==> src/rtl/riscv_pkg.sv <==
// Shared types for the front-end redirect controller.
// Also provides the default redirect PC width (ADDR_WIDTH) when the build does not set one.
// Optional statistics are enabled by defining REDIRECT_STATS_EN.
`ifndef ADDR_WIDTH
`define ADDR_WIDTH 32
`endif

package riscv_pkg;

  // Each value is also the priority class: a larger value wins.
  typedef enum logic [1:0] {
    SRC_DEC  = 2'd0,
    SRC_EX1  = 2'd1,
    SRC_EX0  = 2'd2,
    SRC_TRAP = 2'd3
  } redirect_src_e;

  // "No source" has the same encoding as decode; it is only meaningful with redirect_valid=0.
  localparam redirect_src_e SRC_NONE = SRC_DEC;

  typedef enum logic [1:0] {
    FR_IDLE,
    FR_HOLD,
    FR_ISSUE,
    FR_BUBBLE
  } fr_state_e;

  localparam int STAT_W = 32;

  // Increment that stops at all-ones.
  function automatic logic [STAT_W-1:0] sat_inc(input logic [STAT_W-1:0] v);
    return (&v) ? v : v + 1'b1;
  endfunction

endpackage

==> src/rtl/redirect_prio_sel.sv <==
// Combinational 4-way priority select of redirect requests.
// The order is TRAP > EX0 > EX1 > DEC. The output is {valid, class, pc} of the winner.
module redirect_prio_sel
  import riscv_pkg::*;
#(
  parameter int ADDR_W = `ADDR_WIDTH
) (
  input  logic              trap_valid,
  input  logic [ADDR_W-1:0] trap_pc,
  input  logic [1:0]        ex_valid,
  input  logic [ADDR_W-1:0] ex_pc [2],
  input  logic              dec_valid,
  input  logic [ADDR_W-1:0] dec_pc,
  output logic              sel_valid,
  output redirect_src_e     sel_class,
  output logic [ADDR_W-1:0] sel_pc
);

  // Pick the highest-class request that is valid.
  always_comb begin
    sel_valid = 1'b1;
    sel_class = SRC_DEC;
    sel_pc    = dec_pc;
    if (trap_valid) begin
      sel_class = SRC_TRAP;
      sel_pc    = trap_pc;
    end else if (ex_valid[0]) begin
      sel_class = SRC_EX0;
      sel_pc    = ex_pc[0];
    end else if (ex_valid[1]) begin
      sel_class = SRC_EX1;
      sel_pc    = ex_pc[1];
    end else if (!dec_valid) begin
      sel_valid = 1'b0;
      sel_pc    = '0;
    end
  end

endmodule

==> src/rtl/fetch_redirect_ctrl.sv <==
// Front-end redirect controller.
// It arbitrates trap, branch-unit and decode redirects and holds the winner while fetch
// stalls. It issues a one-cycle redirect pulse, then flushes the front end and bumps the
// fetch epoch.
// Defining REDIRECT_STATS_EN adds per-class issue counters and a HOLD-cycle counter.
module fetch_redirect_ctrl
  import riscv_pkg::*;
#(
  parameter int ADDR_W        = `ADDR_WIDTH,
  parameter int BUBBLE_CYCLES = 1,
  parameter int EPOCH_W       = 3
) (
  input  logic               clk,
  input  logic               reset,
  input  logic               fetch_stall,
  input  logic               trap_valid,
  input  logic [ADDR_W-1:0]  trap_pc,
  input  logic [1:0]         ex_valid,
  input  logic [ADDR_W-1:0]  ex_pc [2],
  input  logic               dec_valid,
  input  logic [ADDR_W-1:0]  dec_pc,
  output logic               redirect_valid,
  output logic [ADDR_W-1:0]  redirect_pc,
  output redirect_src_e      redirect_src,
  output logic               front_flush,
  output logic [EPOCH_W-1:0] epoch
`ifdef REDIRECT_STATS_EN
  ,
  output logic [31:0]        stat_cnt [4],
  output logic [31:0]        stall_hold_cnt
`endif
);

  fr_state_e          state_reg, state_next;
  logic               pend_valid_reg;
  redirect_src_e      pend_class_reg;
  logic [ADDR_W-1:0]  pend_pc_reg;
  logic [2:0]         bubble_cnt_reg, bubble_cnt_next;

  logic               dec_allowed;
  logic               sel_valid;
  redirect_src_e      sel_class;
  logic [ADDR_W-1:0]  sel_pc;

  logic               take_new;
  logic               cand_valid;
  redirect_src_e      cand_class;
  logic [ADDR_W-1:0]  cand_pc;
  logic               issue_next;

  logic               redirect_valid_next;
  logic               front_flush_next;
  logic [ADDR_W-1:0]  redirect_pc_next;
  redirect_src_e      redirect_src_next;
  logic [EPOCH_W-1:0] epoch_next;

  // Decode redirects right behind an issued redirect come from the wrong path.
  assign dec_allowed = (state_reg == FR_IDLE) || (state_reg == FR_HOLD);

  redirect_prio_sel #(.ADDR_W(ADDR_W)) u_prio_sel (
    .trap_valid (trap_valid),
    .trap_pc    (trap_pc),
    .ex_valid   (ex_valid),
    .ex_pc      (ex_pc),
    .dec_valid  (dec_valid & dec_allowed),
    .dec_pc     (dec_pc),
    .sel_valid  (sel_valid),
    .sel_class  (sel_class),
    .sel_pc     (sel_pc)
  );

  // State register plus pending-request and bubble-counter registers.
  always_ff @(posedge clk or posedge reset) begin
    if (reset) begin
      state_reg      <= FR_IDLE;
      pend_valid_reg <= 1'b0;
      pend_class_reg <= SRC_NONE;
      pend_pc_reg    <= '0;
      bubble_cnt_reg <= '0;
    end else begin
      state_reg      <= state_next;
      bubble_cnt_reg <= bubble_cnt_next;
      if (state_next == FR_HOLD) begin
        pend_valid_reg <= 1'b1;
        pend_class_reg <= cand_class;
        pend_pc_reg    <= cand_pc;
      end else begin
        pend_valid_reg <= 1'b0;
        pend_class_reg <= SRC_NONE;
      end
    end
  end

  // Next state: merge the incoming winner with any pending request, then route it.
  always_comb begin
    state_next      = state_reg;
    bubble_cnt_next = bubble_cnt_reg;
    take_new        = 1'b0;
    // A new request is kept only if it is strictly above the pending class,
    // or above the class just issued.
    unique case (state_reg)
      FR_IDLE: take_new = sel_valid;
      FR_HOLD: take_new = sel_valid && (sel_class > pend_class_reg);
      default: take_new = sel_valid && (sel_class > redirect_src);
    endcase
    cand_valid = take_new || pend_valid_reg;
    cand_class = take_new ? sel_class : pend_class_reg;
    cand_pc    = take_new ? sel_pc    : pend_pc_reg;

    unique case (state_reg)
      FR_IDLE: begin
        if (cand_valid) state_next = fetch_stall ? FR_HOLD : FR_ISSUE;
      end
      FR_HOLD: begin
        if (!fetch_stall) state_next = FR_ISSUE;
      end
      FR_ISSUE: begin
        if (take_new) begin
          state_next = fetch_stall ? FR_HOLD : FR_ISSUE;
        end else if (BUBBLE_CYCLES == 0) begin
          state_next = FR_IDLE;
        end else begin
          state_next      = FR_BUBBLE;
          bubble_cnt_next = 3'(BUBBLE_CYCLES);
        end
      end
      default: begin
        if (take_new) begin
          state_next = fetch_stall ? FR_HOLD : FR_ISSUE;
        end else if (bubble_cnt_reg <= 3'd1) begin
          state_next = FR_IDLE;
        end else begin
          bubble_cnt_next = bubble_cnt_reg - 3'd1;
        end
      end
    endcase
    issue_next = (state_next == FR_ISSUE);
  end

  // Next values for the registered outputs.
  always_comb begin
    redirect_valid_next = issue_next;
    front_flush_next    = (state_next == FR_ISSUE) || (state_next == FR_BUBBLE);
    redirect_pc_next    = issue_next ? cand_pc : redirect_pc;
    redirect_src_next   = issue_next ? cand_class : redirect_src;
    epoch_next          = issue_next ? epoch + 1'b1 : epoch;
  end

  // Output registers; redirect_src also serves as the floor class during ISSUE/BUBBLE.
  always_ff @(posedge clk or posedge reset) begin
    if (reset) begin
      redirect_valid <= 1'b0;
      front_flush    <= 1'b0;
      redirect_pc    <= '0;
      redirect_src   <= SRC_NONE;
      epoch          <= '0;
    end else begin
      redirect_valid <= redirect_valid_next;
      front_flush    <= front_flush_next;
      redirect_pc    <= redirect_pc_next;
      redirect_src   <= redirect_src_next;
      epoch          <= epoch_next;
    end
  end

`ifdef REDIRECT_STATS_EN
  for (genvar gi = 0; gi < 4; gi++) begin : g_stat
    // Count issued redirects of class gi.
    always_ff @(posedge clk or posedge reset) begin
      if (reset) begin
        stat_cnt[gi] <= '0;
      end else if (issue_next && (cand_class == 2'(gi))) begin
        stat_cnt[gi] <= sat_inc(stat_cnt[gi]);
      end
    end
  end

  // Count cycles spent holding a redirect behind a fetch stall.
  always_ff @(posedge clk or posedge reset) begin
    if (reset) begin
      stall_hold_cnt <= '0;
    end else if (state_reg == FR_HOLD) begin
      stall_hold_cnt <= sat_inc(stall_hold_cnt);
    end
  end
`endif

endmodule

==> config.mk <==
export PLATFORM = sky130hd
export DESIGN_NAME = fetch_redirect_ctrl
export DESIGN_NICKNAME = d
export VERILOG_FILES = /design/src/rtl/riscv_pkg.sv /design/src/rtl/redirect_prio_sel.sv /design/src/rtl/fetch_redirect_ctrl.sv
export SDC_FILE = /design/constraint.sdc
export NUM_CORES = 1
export LEC_CHECK = 0
export ABC_AREA = 1
export BUFFER_PORTS_ARGS = -buffer_cell sky130_fd_sc_hd__buf_2
export CORE_MARGIN = 3
export CORE_UTILIZATION = 47
export DETAILED_ROUTE_END_ITERATION = 8
export PLACE_DENSITY = 0.89
export REMOVE_ABC_BUFFERS = 1
export SYNTH_ARGS = -nofsm -noshare
export SYNTH_HDL_FRONTEND = slang
export SYNTH_HIERARCHICAL = 1
export SYNTH_SLANG_ARGS = --single-unit
==> constraint.sdc <==
create_clock -name clk -period 2.5 [get_ports clk]
set_input_delay 0.375 -clock clk [delete_from_list [all_inputs] [get_ports clk]]
set_output_delay 0.375 -clock clk [all_outputs]
set_load 0.01 [all_outputs]
# Word-level counts from Yosys, hierarchy flattened
# Index checks and enable logic that the tools add are counted.
# W data, S select, Z words.
# classes
n_eq_ne	6
addsub	2
n_lt_le_gt_ge	3
muxes	27
n_reduce_logical	8
bitwise_logic	3
# ops
cell	count
$mux W32	5
$mux W2	10
$mux W3	3
$eq A2 B2 Y1 const B	3
$mux W1	6
$pmux W2 S3	1
$pmux W3 S2	1
$eq A2 B1 Y1 const B	2
$gt A2 B2 Y1	2
$add A3 B1 Y3 const B	1
$le A3 B1 Y1 const B	1
$logic_or A1 B1 Y1	3
$reduce_and A3 Y1	1
$sub A3 B1 Y3 const B	1
$logic_and A1 B1 Y1	2
$logic_not A2 Y1	1
$ne A2 B1 Y1 const B	1
$not A1 Y1	2
$pmux W1 S2	1
$reduce_or A2 Y1	1
$and A1 B1 Y1	1
# totals
regBits	79
elab_cells	59
out_inout_bits	39
input_bits	135

# Longest topological paths before layout
# logic_depth
ltp_word	14
depth_mapped	22
depth_no_buf	18

# Hierarchy
# The synthesis kept the hierarchy.
# modules_own_cells
module	cells_each	seq_area_each_um2	instances	area_each_um2
fetch_redirect_ctrl	476	1951.9	1	3834.9
redirect_prio_sel	356	0.0	1	1503.9

# Worst setup path after synthesis
# OpenSTA, ideal clock, no wires.
# synth_timing
kind	input to register
startpoint	input ex_valid[0]
endpoint	register redirect_src[0]
setup_slack_ps	57
cell_stages	18
arrival_ps	2316
setup_ps	127
required_time_ps	2373
cell_sequence	buf_4 nor2_8 buf_2 inv_1 ha_1 inv_1 o21bai_1 nand2_1 nand2_2 nand3_4 nand2_1 nand3_1 nand2_2 nand2_2 buf_6 buf_6 nand2_1 o21ai_2
# synth_via
elab_chain_len	9
word_cells_on_any_way	16
# synth_rtl
item	line_no	rtl
start: declaration	fetch_redirect_ctrl.sv:18	input logic [1:0] ex_valid,
$mux W2 *	redirect_prio_sel.sv:27	end else if (ex_valid[0]) begin
$mux W2 *	redirect_prio_sel.sv:24	if (trap_valid) begin
net sel_class[1]	fetch_redirect_ctrl.sv:42	redirect_src_e sel_class;
$gt A2 B2 Y1, on equally long branches	fetch_redirect_ctrl.sv:104, fetch_redirect_ctrl.sv:103	
$logic_and A1 B1 Y1, on equally long branches	fetch_redirect_ctrl.sv:104, fetch_redirect_ctrl.sv:103	
$pmux W1 S2 *	fetch_redirect_ctrl.sv:101	unique case (state_reg)
$logic_or A1 B1 Y1	fetch_redirect_ctrl.sv:106	cand_valid = take_new || pend_valid_reg;
$mux W2	fetch_redirect_ctrl.sv:112	if (cand_valid) state_next = fetch_stall ? FR_HOLD : FR_ISSUE;
$pmux W2 S3	fetch_redirect_ctrl.sv:110	unique case (state_reg)
$eq A2 B2 Y1	fetch_redirect_ctrl.sv:137	issue_next = (state_next == FR_ISSUE);
end signal: assignment	fetch_redirect_ctrl.sv:161	redirect_src <= redirect_src_next;
end: declaration	fetch_redirect_ctrl.sv:24	output redirect_src_e redirect_src,
# Mark *: on every way through the listed nets, which the timed path passes. The rest lies on a longest branch.
# A chain may end at the register's enable or synchronous reset.

# Worst setup path in the final report
# layout_timing
startpoint	register redirect_src[1]
endpoint	register redirect_src[1]
# layout_via
elab_chain_len	7
word_cells_on_any_way	10
# layout_rtl
item	line_no	rtl
$gt A2 B2 Y1 *	fetch_redirect_ctrl.sv:104	default: take_new = sel_valid && (sel_class > redirect_src);
$logic_and A1 B1 Y1 *	fetch_redirect_ctrl.sv:104	
$pmux W1 S2 *	fetch_redirect_ctrl.sv:101	
$logic_or A1 B1 Y1	fetch_redirect_ctrl.sv:106	
$mux W2	fetch_redirect_ctrl.sv:112	
$pmux W2 S3	fetch_redirect_ctrl.sv:110	
$eq A2 B2 Y1	fetch_redirect_ctrl.sv:137	
# Every way passes the cells marked *; elsewhere a longest branch is shown, timed or not.

==> results_dict.tcl <==
set metrics [dict create \
    synth_edf_count 0 \
    rsz0062_at_grt "false" \
    ff2ff_path_depth 15 \
    netlist_instances 832 \
    grt_overflow 0 \
    clock_skew_ps 6.18 \
    grt_pass1_vias 5351 \
    cp.depth 15 \
    worstReg2RegEnd "redirect_src[1]$_DFFE_PP0N_" \
    pwr-share-clk 0.178 \
    vias_per_cell 4.89 \
    drtAntennaViolNets 0 \
    switching_share 0.452 \
    port_buffers 173 \
    fin_crit_sh 0.850 \
    htreeDepth 3 \
    num_io_pins 174 \
    crit_path_end_kind "register" \
    holdPathEnd "redirect_pc[30]$_DFFE_PP0N_" \
    synth-seq-cells 78 \
    nets 1134 \
    die-width_um 113 \
    critical-path-top-delay-family "simple AND/OR/NAND/NOR gates" \
    critPathMaxStageDelay_ps 370 \
    yosys.area.top_type "dfrtp_1" \
    die_y_um 113 \
    total_power_mw 7.53 \
    cp_max_fo 29 \
    clock_tree.root_cell "clkbuf_16" \
    regToRegSetupSlack_ps 370 \
    yosys_warnings 6 \
    layout-drive-gt1-share 0.256 \
    p_sw_mw 3.41 \
    hold_viol_final 0 \
    ys_top_cells_by_area "dfrtp_1, nand2_1, inv_1" \
    drt_wl_total_um 14700 \
    antenna_found_initial 0 \
    criticalPathCategory "register to register" \
    grt_pass1_wl_um 24600 \
    fin_util 0.604 \
    route.vias.total 5565 \
    cts_setup_buffers 0 \
    synth-main-ff-cell "dfrtp_1" \
    status "finished clean" \
    final-max-slew-violation-count 0 \
    drtIter0Drc 281 \
    gp_congestion 0.903 \
    n_antenna_cell 0 \
    min_period_ps 2130 \
    drc 0 \
    internal_power_mw 4.13 \
    cts_tree "yes" \
    irDropWorstVdd_mv 0.612 \
    cts_num_sinks 78 \
    start_kind "register" \
    cp.required_ps 2710 \
    hold_path_class "register to register" \
    holdCritStartpoint "redirect_pc[30]$_DFFE_PP0N_" \
    core.rowCount 38 \
    wl_per_cell_um 13.0 \
    yosysUniqueCellTypes 25 \
    combPwrFrac 0.543 \
    syn_area_per_cell_um2 6.42 \
    clkLatencyLatePin_ps 340 \
    grt.total_usage 0.237 \
    yosysTopAreaCellShare 0.366 \
    cp-startpoint "redirect_src[1]$_DFFE_PP0N_" \
    setup_viol 0 \
    p_leak_nw 4.04 \
    tightest_slew_ps 680 \
    async_flop_share 1.00 \
    cap_viol_max_count 0 \
    cts_buffers 9 \
    fmax_ghz 0.471 \
    syn_area_um2 5340 \
    placeableCoreArea_um2 11000 \
    seqPwrFrac 0.280 \
    cp.arrival_ps 2330 \
    place_hpwl_um 10700 \
    hold_path_depth 2 \
    crit_chain "inv_1 -> ha_1 -> nand2_1 -> nand2_1 -> nand2_1 -> nand2_2 -> nand2_1 -> nand2_1 -> nand2_1 -> nand3_1 -> nand2_2 -> nand2_4 -> buf_12 -> nand2_1 -> o21ai_2" \
    dieArea_um2 12700 \
    cpMostUsedCell "nand2_1" \
    clk_pin_slew_ps 60 \
    start_util 0.486 \
    slew_headroom 0.547 \
    r2r-start "redirect_src[1]$_DFFE_PP0N_" \
    grt_start_max_net_pins 65 \
    slowest_stage "dfrtp_1" \
    clock_path_buffers 2 \
    drt_pass1_iterations 4 \
    yosysSeqAreaShare 0.366 \
    power_density_nw_per_um2 1140 \
    syn_to_final_growth_pct 24.2 \
    crit_buf_inv 2 \
]
[Yosys cell counts, types with 5 or more instances]
library cell and count:
nand2_1 412, inv_1 82, dfrtp_1 78, nor2_1 41, o21ai_0 40, nand3_1 36
a21oi_1 35, o21ai_2 28, buf_2 26, buf_6 10, clkbuf_1 8, buf_4 7
ha_1 7, nand2_2 5
[worst max path at each step]
| stage | endpoint | slack [ps] |
|---|---|---|
| after floorplan | epoch[1]$_DFFE_PP0N_ | -1340 |
| after global placement | redirect_src[0]$_DFFE_PP0N_ | 140 |
| after detailed placement | redirect_src[0]$_DFFE_PP0N_ | 60 |
| after CTS | redirect_src[1]$_DFFE_PP0N_ | 360 |
| after global routing | pend_pc_reg[7]$_DFFE_PP0N_ | 200 |
| final | redirect_src[1]$_DFFE_PP0N_ | 370 |
[kinds of logic (layout without fill, tap and decap cells)]
family / after synthesis / in the layout / share of synthesized area
flip-flops: 78 / 78 / 0.366
AO/OA/AOI/OAI: 108 / 108 / 0.121
AND/OR/NAND/NOR: 501 / 501 / 0.373
adder cells (fa/ha/maj): 7 / 7 / 0.0164
buffers and inverters: 136 / 301 / 0.121
XOR/XNOR: 2 / 2 / 0.00328
[metal layers]
| layer | vias up | track usage | part of all wire |
|---|---|---|---|
| met5 | - | 0 | 0 |
| met4 | 0 | 0.0673 | 0.013 |
| met1 | 2511 | 0.296 | 0.42 |
| met3 | 17 | 0.0523 | 0.076 |
| met2 | 177 | 0.412 | 0.50 |
| li1 | 2860 | - | - |
[cell type report]
| class | instances | area (um2) |
|---|---|---|
| inverter | 85 | 320 |
| clock buffer | 11 | 253 |
| fill | 1046 | 4350 |
| clock inverter | 5 | 57.6 |
| sequential | 78 | 1950 |
| timing repair buffer | 200 | 1120 |
| multi-input combinational | 618 | 2750 |
| tap | 140 | 175 |
[per-stage QoR]
stage                     TNS (ps)  setup WS, ps  hold WS [ps]  cell area, um2  cells
final                            0           375           479            6630   1137
after global routing             0           201           502            6630   1137
after CTS                        0           358           478            6630   1137
after detailed placement         0          64.0           284            6310   1120
after global placement           0           136           286            6310   1120
after floorplan             -70530         -1340           468            5010    781
[tightest hold or removal path, cell delays in order, from the launching register on]
cell and delay (ps):
dfrtp_1 340, nand2_1 60, o21ai_2 50
[power groups by stage]
stage / logic, mW / clock network [mW] / registers [mW]
global placement: 3.95 / 0 / 2.11
floorplan: 2.41 / 0 / 2.19
finish: 4.09 / 1.34 / 2.11
detailed placement: 4.09 / 0 / 2.12
global route: 4.65 / 1.42 / 2.18
CTS: 4.13 / 1.35 / 2.11
[what timing repair did]
item / in CTS / in global routing
resized for setup: 0 / 0
hold buffers: 1 / 0
endpoints found under the hold margin: 9 / 0
[cell usage in the layout (no fill, tap or decap), types with 2 or more instances in the layout]
cell type / Yosys / layout
nand2_1: 412 / 412
buf_2: 26 / 173
inv_1: 82 / 81
dfrtp_1: 78 / 78
nor2_1: 41 / 40
o21ai_0: 40 / 40
nand3_1: 36 / 36
a21oi_1: 35 / 35
o21ai_2: 28 / 28
buf_4: 7 / 22
clkbuf_16: 0 / 9
ha_1: 7 / 7
nand2_2: 5 / 4
o21ai_1: 4 / 4
buf_12: 0 / 4
nand3b_1: 3 / 3
clkinv_2: 0 / 3
inv_2: 2 / 2
clkinv_4: 0 / 2
clkbuf_8: 0 / 2
Power figures use the tool's default switching activity.
